<file path="src/rtl/prewish_pattern_sequencer.sv">
// prewish_pattern_sequencer: plays a small pattern table into blinky.
// Table writes come in on STB_I/ADR_I/DAT_I; playback drives STB_O/DAT_O.
module prewish_pattern_sequencer #(
   parameter int PAT_ADDR_BITS = 2,
   parameter int HOLD_BITS     = 8
) (
   input  logic                     CLK_I,
   input  logic                     RST_I,
   input  logic                     STB_I,
   input  logic [PAT_ADDR_BITS-1:0] ADR_I,
   input  logic [7:0]               DAT_I,
   input  logic                     RUN_I,
   input  logic [PAT_ADDR_BITS-1:0] LAST_I,
   input  logic [HOLD_BITS-1:0]     HOLD_I,
   output logic                     STB_O,
   output logic [7:0]               DAT_O,
   output logic [PAT_ADDR_BITS-1:0] IDX_O,
   output logic                     BUSY_O
);

   localparam int NPAT = 2 ** PAT_ADDR_BITS;

   typedef enum logic [1:0] {
      S_IDLE,
      S_EMIT,
      S_HOLD
   } state_t;

   state_t                   r_state;
   logic [7:0]               r_tab [NPAT];
   logic                     r_stb_q;
   logic [PAT_ADDR_BITS-1:0] r_idx;
   logic [PAT_ADDR_BITS-1:0] r_idx_o;
   logic [HOLD_BITS-1:0]     r_cnt;
   logic                     r_stb_o;
   logic [7:0]               r_dat_o;
   logic                     r_busy;

   logic                     w_wr;
   logic [PAT_ADDR_BITS-1:0] w_next_idx;

   assign w_wr       = STB_I & ~r_stb_q;
   assign w_next_idx = (r_idx >= LAST_I) ? '0
                     : PAT_ADDR_BITS'(r_idx + 1'b1);

   assign STB_O  = r_stb_o;
   assign DAT_O  = r_dat_o;
   assign IDX_O  = r_idx_o;
   assign BUSY_O = r_busy;

   // Config port: one table write per rising edge of the strobe level.
   always_ff @(posedge CLK_I or negedge RST_I) begin
      if (!RST_I) begin
         r_stb_q <= 1'b0;
         for (int i = 0; i < NPAT; i++) begin
            r_tab[i] <= 8'h00;
         end
      end else begin
         r_stb_q <= STB_I;
         if (w_wr) begin
            r_tab[ADR_I] <= DAT_I;
         end
      end
   end

   // Playback FSM: emit an entry for one cycle, dwell, advance with wrap.
   always_ff @(posedge CLK_I or negedge RST_I) begin
      if (!RST_I) begin
         r_state <= S_IDLE;
         r_idx   <= '0;
         r_idx_o <= '0;
         r_cnt   <= '0;
         r_stb_o <= 1'b0;
         r_dat_o <= 8'h00;
         r_busy  <= 1'b0;
      end else begin
         unique case (r_state)
            S_IDLE: begin
               r_stb_o <= 1'b0;
               if (RUN_I) begin
                  r_idx   <= '0;
                  r_busy  <= 1'b1;
                  r_state <= S_EMIT;
               end else begin
                  r_busy  <= 1'b0;
               end
            end
            S_EMIT: begin
               r_stb_o <= 1'b1;
               r_dat_o <= r_tab[r_idx];
               r_idx_o <= r_idx;
               r_cnt   <= HOLD_I;
               r_busy  <= 1'b1;
               r_state <= S_HOLD;
            end
            S_HOLD: begin
               r_stb_o <= 1'b0;
               if (!RUN_I) begin
                  r_busy  <= 1'b0;
                  r_state <= S_IDLE;
               end else if (r_cnt != '0) begin
                  r_cnt   <= r_cnt - HOLD_BITS'(1);
               end else begin
                  r_idx   <= w_next_idx;
                  r_state <= S_EMIT;
               end
            end
            default: begin
               r_stb_o <= 1'b0;
               r_busy  <= 1'b0;
               r_state <= S_IDLE;
            end
         endcase
      end
   end

endmodule

</file>
<file path="config.mk">
export PLATFORM = sky130hd
export DESIGN_NAME = prewish_pattern_sequencer
export DESIGN_NICKNAME = d
export VERILOG_FILES = /design/src/rtl/prewish_pattern_sequencer.sv
export SDC_FILE = /design/constraint.sdc
export NUM_CORES = 1
export LEC_CHECK = 0
export CAP_MARGIN = 20
export CORE_UTILIZATION = 30
export DETAILED_ROUTE_END_ITERATION = 12
export PLACE_DENSITY = 0.54
export SKIP_CTS_REPAIR_TIMING = 1
export SYNTH_ARGS = -nofsm -noshare
export SYNTH_HDL_FRONTEND = slang
export SYNTH_SLANG_ARGS = --single-unit
</file>
<file path="constraint.sdc">
create_clock -name CLK_I -period 2.1 [get_ports CLK_I]
set_clock_uncertainty 0.1 [all_clocks]
set_input_delay 0.42 -clock CLK_I [delete_from_list [all_inputs] [get_ports CLK_I]]
set_output_delay 0.42 -clock CLK_I [all_outputs]
set_load 0.01 [all_outputs]
</file>
==> metrics <==
status=completed; Die ar.=9260 um^2; clock sink count=between 50 and 60; # H-tree levels=3; # diodes=0; Die X=96.3 um; Avg Inst Size Synth=12.7 um^2; CP Capture Type=flip-flop; met2 routed WL=2.60 mm; Initial DRT Pass Iterations=4; Die Y=between 90 and 100 um; max_cap viols=0; RSZ-0062 raised after global routing=false; Max stage delay on crit path=0.41 ns; clock tree buffer depth=2; nets=300; commonest non-fill, non-tap cell in the layout=dfrtp_1; final WL=5.80 mm; Synth warnings=0; Post-Place Cells=366; met3 routed WL=192 um; Leak=approximately 1.5 nW; Int Pwr=2.79 mW; Mapped Area=2670 um^2; Power Total=4.05 mW; combinational cell fraction of total power=0.322; Clock Pin Slew Worst Setup and Hold Paths=0.07 ns; IR drop worst, VDD=~0.00037 V; cell chain of the critical path=inv_2 > ha_1 > or3b_4 > or3_1 > o311ai_1 > o211ai_1; Flop pwr share=0.406; Arr. time, crit path=2.12 ns; WHS=0.375 ns; vias post-DR=1879; CTS tree=yes; Net Count, Synth=between 200 and 250; crit-path leading delay family=simple AND/OR/NAND/NOR gates; fillcell total=839; number of CTS-inserted buffers=9; buffers added on ports=35; Least-Margin Pin Slew=0.451 ns; global-route wire length before repair=9.57 mm; prevailing post-synth register cell=dfrtp_1; final number of hold-violating endpoints=0; PwrDens=1150 nW/um^2; area grow syn2layout=32.2%; core area=8680 um^2; largest net degree at the start of global routing=36; register area share after synthesis=0.535; DPL Wire Length=3.96 mm; Hold Crit Class=reg2reg; most frequent cells in the layout=57 x dfrtp_1, 34 x nand2_1, 34 x clkdlybuf4s50_1; clock tree root driver cell=clkbuf_8; synthesized instance count=210; post-synthesis cell type count=40; Pins Over Slew Limit=0; total net switching power=1.26 mW; DRT iter0 DRCs=90; share of cells above drive strength 1=0.330; wire per inst=15.1 um; Final Non-Filler Cells=384; fin crit period=2.02 ns; Initial Util=0.307; Worst Path Max Fanout=4; post-route ant nets=0; FFs w/ async S/R, synth=1.00; Worst EP required=2.20 ns; #FFs+latches synth=57; Crit path buffers/inverters=1; initial antenna violation count=0; EDFF count, synth=0; CP Class=reg2reg; # IOs=36; RD Place Congestion=0.788; Critical Path Start Type=flip-flop; Switching Share=0.310; DRC violation count after routing=0; vias in the first global route=between 1.5k and 2k; Clock Latency Late Sink=about 0.34 ns; Final setup viols=0; max frequency=slightly below 500 MHz; Clk pwr share=0.272; vias per cell=4.89; total gr overflow=0; met1 WL=2.84 mm; Slew HR=0.699; slowest cell on the critical path=dfrtp_1; fin crit share=0.961; top layer in use=met4; Std-Cell Rows=34; total track usage=0.142
tightest hold or removal path, cell delays in order (launching register included):
cell and delay [ns]:
dfrtp_1 0.34, nand2_1 0.05, nand2_1 0.05
power by group through the flow:
stage	Clock (mW)	Combinational [mW]	Sequential (mW)
floorplan	0	0.715	1.64
global placement	0	1.25	1.65
detailed placement	0	1.26	1.66
CTS	1.13	1.27	1.64
global route	1.18	1.45	1.69
finish	1.10	1.30	1.64
registers in the layout, indices dropped and copies added, names as in the netlist, 2 cells and up:
| signal | flops |
|---|---|
| IDX_O | 2 |
| r_tab | 32 |
| r_state | 2 |
| r_cnt | 8 |
| r_idx | 2 |
| DAT_O | 8 |
cells by family (layout without fill, tap and decap cells):
| family | count (synthesis) | after routing | share of synthesized area |
|---|---|---|---|
| buffers and inverters | 16 | 82 | 0.0235 |
| multiplexers | 43 | 43 | 0.215 |
| adder cells (fa/ha/maj) | 4 | 4 | 0.0188 |
| AO/OA/AOI/OAI | 22 | 22 | 0.0638 |
| XOR/XNOR | 1 | 1 | 0.00329 |
| flip-flops | 57 | 57 | 0.535 |
| AND/OR/NAND/NOR | 67 | 67 | 0.141 |
synthesized netlist by cell type (all sizes together), types with 4 or more instances:
master  count  share of area
clkbuf      7         0.0099
dfrtp      57           0.54
ha          4          0.019
inv         7         0.0099
mux2       33           0.14
mux4        8          0.068
nand2      34          0.048
nand2b      4         0.0094
nand3       4         0.0075
o211ai      8          0.028
o21ai       5         0.0094
or3         4          0.011
stage by stage:
step / cell area [um^2] / worst slack, ns / util / setup TNS, ns
finish: 3520 / 0.0811 / 0.406 / 0
detailed placement: 3270 / -0.0460 / 0.377 / -0.130
global route: 3520 / 0.0109 / 0.406 / 0
CTS: 3480 / -0.0723 / 0.401 / -0.0723
floorplan: 2670 / 0.0621 / - / 0
global placement: 3270 / -0.0507 / 0.377 / -0.0853
worst paths after layout:
path                                 end  depth (start not counted)     start  slack, ns
worst min-delay path            DAT_O[4]                          2  DAT_O[4]       0.37
min in group asynchronous       DAT_O[2]                          3     RST_I       0.50
worst max register to register  r_cnt[6]                          6  r_cnt[1]       0.08
worst max-delay path            r_cnt[6]                          6  r_cnt[1]       0.08
worst min register to register  DAT_O[4]                          2  DAT_O[4]       0.37
max in group asynchronous       r_cnt[1]                          3     RST_I       1.01
per-layer routing:
layer  global-route usage  up-vias
met5                    0        -
met4               0.0871        0
met3               0.0245       12
met2                0.208       44
met1                0.196      937
li1                     -      886
layout make-up:
class,count,area [um^2],area share
Sequential cell,57,1430,0.405
Multi-Input combinational cell,137,1190,0.338
Timing Repair Buffer,60,536,0.152
Tap cell,108,135,0.0384
Clock buffer,9,124,0.0352
Clock inverter,6,83.8,0.0238
Inverter,7,26.3,0.00746
(Power assumes the default switching activity.)
